===== config.mk =====
export PLATFORM = sky130hd
export DESIGN_NAME = bcd_counter_ndigit_flat
export DESIGN_NICKNAME = d
export VERILOG_FILES = /design/src/rtl/bcd_counter_ndigit_if.sv /design/src/rtl/bcd_counter_ndigit.sv /design/src/flat_wrapper.sv
export SDC_FILE = /design/constraint.sdc
export NUM_CORES = 1
export LEC_CHECK = 0
export ABC_AREA = 1
export BUFFER_PORTS_ARGS = -buffer_cell sky130_fd_sc_hd__buf_2
export CORE_ASPECT_RATIO = 1.1
export CORE_MARGIN = 5
export CORE_UTILIZATION = 54
export DETAILED_ROUTE_END_ITERATION = 10
export HOLD_SLACK_MARGIN = 0.05
export PLACE_DENSITY_LB_ADDON = 0.3
export SETUP_SLACK_MARGIN = 0.1
export SYNTH_ARGS = -nofsm -noshare
export SYNTH_HDL_FRONTEND = slang
export SYNTH_SLANG_ARGS = --single-unit

===== constraint.sdc =====
create_clock -name clock -period 1.6 [get_ports clock]
set_input_delay 0.16 -clock clock [delete_from_list [all_inputs] [get_ports clock]]
set_output_delay 0.16 -clock clock [all_outputs]
set_load 0.01 [all_outputs]

===== src/rtl/bcd_counter_ndigit_if.sv =====
// Control and status bundle for the N-digit BCD counter.
// master drives the strobes and load value; slave (the counter) returns count/status.
interface bcd_counter_ndigit_if #(
  parameter int DIGITS = 4
);
  logic                  en;
  logic                  up_dn;
  logic                  load;
  logic [4*DIGITS-1:0]   load_val;
  logic [4*DIGITS-1:0]   count;
  logic                  wrap;
  logic                  load_err;

  modport master (
    output en, up_dn, load, load_val,
    input  count, wrap, load_err
  );

  modport slave (
    input  en, up_dn, load, load_val,
    output count, wrap, load_err
  );
endinterface


===== src/rtl/bcd_counter_ndigit.sv =====
// DIGITS-wide cascaded BCD counter with enable, direction, validated parallel load and wrap pulse.
// Optional macro BCD_SATURATE_EN: count holds at the limits instead of wrapping (wrap still pulses).
module bcd_counter_ndigit #(
  parameter int DIGITS = 4
) (
  input logic                 clock,
  input logic                 clear,
  bcd_counter_ndigit_if.slave bus
);
  localparam int W = 4 * DIGITS;

  logic [W-1:0] count_q;
  logic         wrap_q;
  logic         err_q;

  logic [W-1:0] step_val;
  logic [W-1:0] load_clean;
  logic         chain;
  logic         load_bad;
  logic [3:0]   dig;
  logic [3:0]   ldig;

  // chain starts as the unit step; it survives past the top digit only when every digit was at the limit
  always_comb begin
    step_val = count_q;
    chain    = 1'b1;
    dig      = '0;
    for (int k = 0; k < DIGITS; k++) begin
      dig = count_q[4*k +: 4];
      if (chain) begin
        if (bus.up_dn) begin
          if (dig == 4'd9) begin
            step_val[4*k +: 4] = 4'd0;
          end else begin
            step_val[4*k +: 4] = dig + 4'd1;
            chain              = 1'b0;
          end
        end else begin
          if (dig == 4'd0) begin
            step_val[4*k +: 4] = 4'd9;
          end else begin
            step_val[4*k +: 4] = dig - 4'd1;
            chain              = 1'b0;
          end
        end
      end
    end
  end

  always_comb begin
    load_clean = '0;
    load_bad   = 1'b0;
    ldig       = '0;
    for (int k = 0; k < DIGITS; k++) begin
      ldig = bus.load_val[4*k +: 4];
      if (ldig > 4'd9) begin
        load_clean[4*k +: 4] = 4'd0;
        load_bad             = 1'b1;
      end else begin
        load_clean[4*k +: 4] = ldig;
      end
    end
  end

  always_ff @(posedge clock) begin
    if (clear) begin
      count_q <= '0;
      wrap_q  <= 1'b0;
      err_q   <= 1'b0;
    end else if (bus.load) begin
      count_q <= load_clean;
      wrap_q  <= 1'b0;
      err_q   <= err_q | load_bad;
    end else if (bus.en) begin
`ifdef BCD_SATURATE_EN
      if (!chain) begin
        count_q <= step_val;
      end
`else
      count_q <= step_val;
`endif
      wrap_q  <= chain;
    end else begin
      wrap_q  <= 1'b0;
    end
  end

  assign bus.count    = count_q;
  assign bus.wrap     = wrap_q;
  assign bus.load_err = err_q;

endmodule


===== src/flat_wrapper.sv =====
// flat-port wrapper written by rule: the top's interface ports become plain ports
module bcd_counter_ndigit_flat 
#(
  parameter int DIGITS = 4
)
  (clock, clear, bus_en, bus_up_dn, bus_load, bus_load_val, bus_count, bus_wrap, bus_load_err);
  bcd_counter_ndigit_if #(.DIGITS(DIGITS)) bus_i ();
  input logic clock;
  input logic clear;
  input wire logic [$bits(bus_i.en)-1:0] bus_en;
  input wire logic [$bits(bus_i.up_dn)-1:0] bus_up_dn;
  input wire logic [$bits(bus_i.load)-1:0] bus_load;
  input wire logic [$bits(bus_i.load_val)-1:0] bus_load_val;
  output wire logic [$bits(bus_i.count)-1:0] bus_count;
  output wire logic [$bits(bus_i.wrap)-1:0] bus_wrap;
  output wire logic [$bits(bus_i.load_err)-1:0] bus_load_err;
  assign bus_i.en = bus_en;
  assign bus_i.up_dn = bus_up_dn;
  assign bus_i.load = bus_load;
  assign bus_i.load_val = bus_load_val;
  assign bus_count = bus_i.count;
  assign bus_wrap = bus_i.wrap;
  assign bus_load_err = bus_i.load_err;
  bcd_counter_ndigit #(.DIGITS(DIGITS)) u_core (.clock(clock), .clear(clear), .bus(bus_i));
endmodule

# Yosys cells after proc, flatten, opt, wreduce, memory -nomap -nowiden

Cells that the tools add are included.
Widths: inputs -> output; s select.

Reduce and logical (&&, ||, !) cells: 12
Eq/ne operators: 4
Muxes and demuxes: 39
$lt $le $gt $ge: 4
Add/sub/neg operators: 8
Bitwise gates (word level): 3

Operators with widths:

| cell                | count |
|---|---|
| $mux 4              | 19 |
| $mux 16             | 2 |
| $mux 1              | 18 |
| $add 4x1->4 const B | 4 |
| $eq 4x4->1 const B  | 4 |
| $gt 4x4->1 const B  | 4 |
| $logic_not 4->1     | 4 |
| $sub 4x1->4 const B | 4 |
| $reduce_bool 2->1   | 4 |
| $reduce_and 2->1    | 3 |
| $reduce_or 4->1     | 1 |
| $not 1->1           | 2 |
| $or 1x1->1          | 1 |

Register bits: 18
Output and inout port bits: 18
Word-level logic and storage cells: 76

# Logic depth before layout (Yosys ltp)

Depth in word-level cells: 8
Mapped depth: 12
Depth with buffers taken out: 11

# Worst setup path before layout

Ideal clock, no wire load.

Kind: register to register
Start: register u_core.count_q[0] (netlist: u_core.bus.count[0])
End: register u_core.count_q[9] (netlist: u_core.bus.count[9])
Data required time: 1490 ps
Path buffers: 1
Cell stages (with the launch flop): 13
Clock period less this slack: 1349 ps
Arrival: 1238 ps
Slack: 251 ps
Cell sequence: dfxtp_1 buf_6 inv_1 nor2_2 nand2_2 nand2_2 nand2_4 nor2_4 nand2_4 nand2_4 inv_2 nor2_2 nor2_1

Longest elaborated chain between the ends: 6
Elaborated cells between the ends (all ways): 8
Classes of those cells: eq/ne: 1; mux: 4; reduce/logical: 3

RTL lines:

| item                                                 | RTL line                                           | RTL |
|---|---|---|
| from (decl)                                          | bcd_counter_ndigit.sv:12                           | `logic [W-1:0] count_q;` |
| from (signal assigned)                               | bcd_counter_ndigit.sv:71                           | `count_q <= load_clean;` |
| from (signal assigned)                               | bcd_counter_ndigit.sv:80                           | `count_q <= step_val;` |
| $eq 4x4->1 / $logic_not 4->1 (equally long branches) | bcd_counter_ndigit.sv:32, bcd_counter_ndigit.sv:39 |  |
| $mux 1, on equally long branches                     | bcd_counter_ndigit.sv:32, bcd_counter_ndigit.sv:39 |  |
| $mux 1 *                                             | bcd_counter_ndigit.sv:31                           | `if (bus.up_dn) begin` |
| $mux 1 *                                             | bcd_counter_ndigit.sv:30                           | `if (chain) begin` |
| $reduce_bool 2->1 (no line) *                        | --                                                 |  |
| $reduce_and 2->1 (no line) *                         | --                                                 |  |

Every way passes the cells marked *; elsewhere a longest branch is shown, timed or not.
A chain may end at the register's enable or synchronous reset.

# Worst setup path in the final report

Start: register u_core.count_q[1] (netlist: u_core.bus.count[1])
End: register u_core.count_q[9] (netlist: u_core.bus.count[9])

The elaborated chain is that of the path after synthesis.

==> flow_metrics.tcl <==
set metrics [dict create \
    seqPwrFrac_pct 42.9 \
    swShare_pct 40.1 \
    slew_violations 0 \
    route.detailed.drc 0 \
    fmax_mhz 720 \
    gp_congestion 0.908 \
    ir_drop_mv 0.618 \
    grt_max_degree 23 \
    final_util_pct 67.3 \
    port_buffers 38 \
    synth_seq_area_share_pct 22.2 \
    grt_overflow 0 \
    numCtsBuffers 3 \
    worstSetupEndpointType "register" \
    die_height_um 67.5 \
    register_area_sq_um 378 \
    multiInputGateArea_sq_mm 0.00110 \
    cp_max_fo 8 \
    clockBufferDepth 2 \
    dieArea_sq_mm 0.00420 \
    cp.arrival_ns 1.60 \
    cts_max_level 1 \
    dp_hpwl_um 3090 \
    track_usage_pct 20.4 \
    clock-sinks 18 \
    drv_cap 0 \
    synthesis.area_sq_mm 0.00162 \
    synth.distinct_cells 27 \
    clkLatencyLatePin_ns 0.30 \
    yosysWarnings 0 \
    tightest_slew_ns 0.479 \
    finalCritPeriodShare_pct 86.8 \
    drt_iter0_drc 180 \
    rsz0062_at_grt "true" \
    finalSetupViolCount 0 \
    vias 1936 \
    antennaDiodeCount 0 \
    clkPwrFrac_pct 19.0 \
    die_w_um 62.3 \
    core_sq_mm 0.00283 \
    outcome "finished clean" \
    cp.required_ns 1.81 \
    tritoncts "built" \
    p_leak_nw 0.990 \
    grt_pass1_wl_um 7220 \
    grt.busiest_layer "met2" \
    gr-usage-met2_pct 36.4 \
    nFillCells 292 \
    root_buffer "clkbuf_4" \
    holdBufCountCts 0 \
    synth.ff_latch_count 18 \
    post-route-min-period_ns 1.39 \
    nNetsFinal 343 \
    synthCells 280 \
    ys_top_cells_by_area "dfxtp_1 (22%), nand2_1 (18%), nor2_1 (9.3%), nand3_1 (7.1%), o21ai_0 (6.8%)" \
    hold_viol 0 \
    routed_via_density 5.48 \
    p_comb_share_pct 38.1 \
    ios 39 \
    antenna_found_initial 0 \
    drive_gt1_share_pct 27.8 \
    wl_um 4240 \
    fp-row-count 20 \
    areaGrowthSynthToFinish_pct 17.4 \
    tns_ns 0 \
    drt_first_pass_iters 4 \
    synth_top_area_share_pct 22.2 \
    grt_pass1_vias 1727 \
    yosys.area.top_type "dfxtp_1" \
    met1_usage_pct 24.9 \
    routedWlPerCell_um 12.0 \
    slew_headroom_pct 67.7 \
    cp-start-kind "register" \
    start_util_pct 57.3 \
    avgSynthCellArea_sq_um 5.79 \
    power.internal_mw 0.766 \
    critPathKind "register to register" \
    clk_pin_slew_ns 0.11 \
    use_met3_pct 3.33 \
    hold_path_class "input pin to register" \
    postRouteAntennaNets 0 \
    p_switching_mw 0.513 \
    p_per_area_mw_per_mm2 672 \
    final.setup_skew_ns 0.00307 \
    synthesis.nets 301 \
]
[placed cells by master, fill, tap and decap left out]
cell	count
nand2_4	4
dfxtp_1	10
a21oi_1	15
inv_1	25
a211oi_1	1
nand2_1	76
nand2_2	7
inv_2	6
nand3_1	23
o21ai_4	1
dfxtp_4	3
a21oi_2	1
xnor2_1	1
o21ai_1	2
o211ai_1	4
xor2_1	1
o21ai_0	22
nand3_2	1
clkbuf_4	3
buf_4	8
nand4_1	4
nor2_1	39
nor3_1	4
dfxtp_2	5
buf_2	38
nor2_2	6
a31oi_1	4
nor2_4	6
[sequential cells by signal (all words and copies together), names as in the netlist]
name	count
u_core.bus.load_err	1
u_core.bus.count	16
u_core.bus.wrap	1
[routing by layer]
layer  up-vias  share of wire, %
li1        988                 -
met1       856                42
met2        87                49
met3         5               8.0
met4         0               1.2
met5         -                 0
[final timing paths]
path | end | depth (start not counted) | slack (ns) | start
setup / recovery | u_core.bus.count[9] | 10 | 0.21 | u_core.bus.count[1]
hold / removal | u_core.bus.count[11] | 2 | 0.08 | clear
setup reg to reg | u_core.bus.count[9] | 10 | 0.21 | u_core.bus.count[1]
hold reg to reg | u_core.bus.load_err | 2 | 0.46 | u_core.bus.load_err
[cell usage after synthesis]
| master | n |
|---|---|
| a21oi_1 | 15 |
| buf_6 | 2 |
| nand2_2 | 7 |
| inv_1 | 25 |
| nor3_1 | 4 |
| clkbuf_1 | 3 |
| xnor2_1 | 1 |
| nand4_1 | 4 |
| nand3_2 | 1 |
| nand3_1 | 23 |
| nand2_1 | 76 |
| a211oi_1 | 1 |
| nor2_2 | 6 |
| o21ai_1 | 2 |
| inv_2 | 6 |
| a21oi_2 | 1 |
| o21ai_0 | 22 |
| nand2_4 | 4 |
| buf_2 | 3 |
| nor2_4 | 5 |
| o21ai_4 | 1 |
| a31oi_1 | 4 |
| o211ai_1 | 4 |
| xor2_1 | 1 |
| dfxtp_1 | 18 |
| nor2_1 | 40 |
| buf_4 | 1 |
[logic make-up after synthesis]
group,share of synthesized area (%)
simple gates,48.6
compound gates,17.4
buf+inv,10.6
flops,22.2
xor+xnor,1.08
[through the flow]
step           std cells  power (mW)  instance area (sq um)  hold slack (ns)  worst slack [ns]
2_1_floorplan        280       0.894                   1620            0.222             0.251
3_3_place_gp         347        1.02                   1830            0.396             0.212
3_5_place_dp         347        1.02                   1830            0.408             0.157
4_1_cts              350        1.26                   1860           0.0834             0.136
5_1_grt              353        1.37                   1900           0.0749            0.0927
6_report             353        1.28                   1900           0.0812             0.212
[timing repair]
action | CTS | global route
endpoints found under the setup margin | 0 | 12
resized for setup | 0 | 13
setup buffers | 0 | 3
[power groups by stage]
stage	Clock [mW]	Combinational, mW	Sequential (mW)
3_3_place_gp	0	0.464	0.552
2_1_floorplan	0	0.338	0.556
6_report	0.243	0.488	0.549
5_1_grt	0.257	0.559	0.558
3_5_place_dp	0	0.471	0.554
4_1_cts	0.246	0.474	0.543
[layout make-up]
class / count / area share [%]
Clock buffer: 3 / 1.18
Tap cell: 33 / 2.17
Sequential cell: 18 / 19.8
Multi-Input combinational cell: 222 / 57.6
Timing Repair Buffer: 46 / 13.1
Inverter: 31 / 6.11
[critical path, stage by stage (launching register included)]
cell	delay, ns
dfxtp_1	0.43
nor2_4	0.17
nand2_2	0.07
nand2_2	0.08
nand2_4	0.08
nor2_4	0.12
nand2_4	0.08
nand2_4	0.08
inv_2	0.04
nor2_2	0.09
nor2_1	0.04
Note: power is estimated with default switching activity, not from simulation.
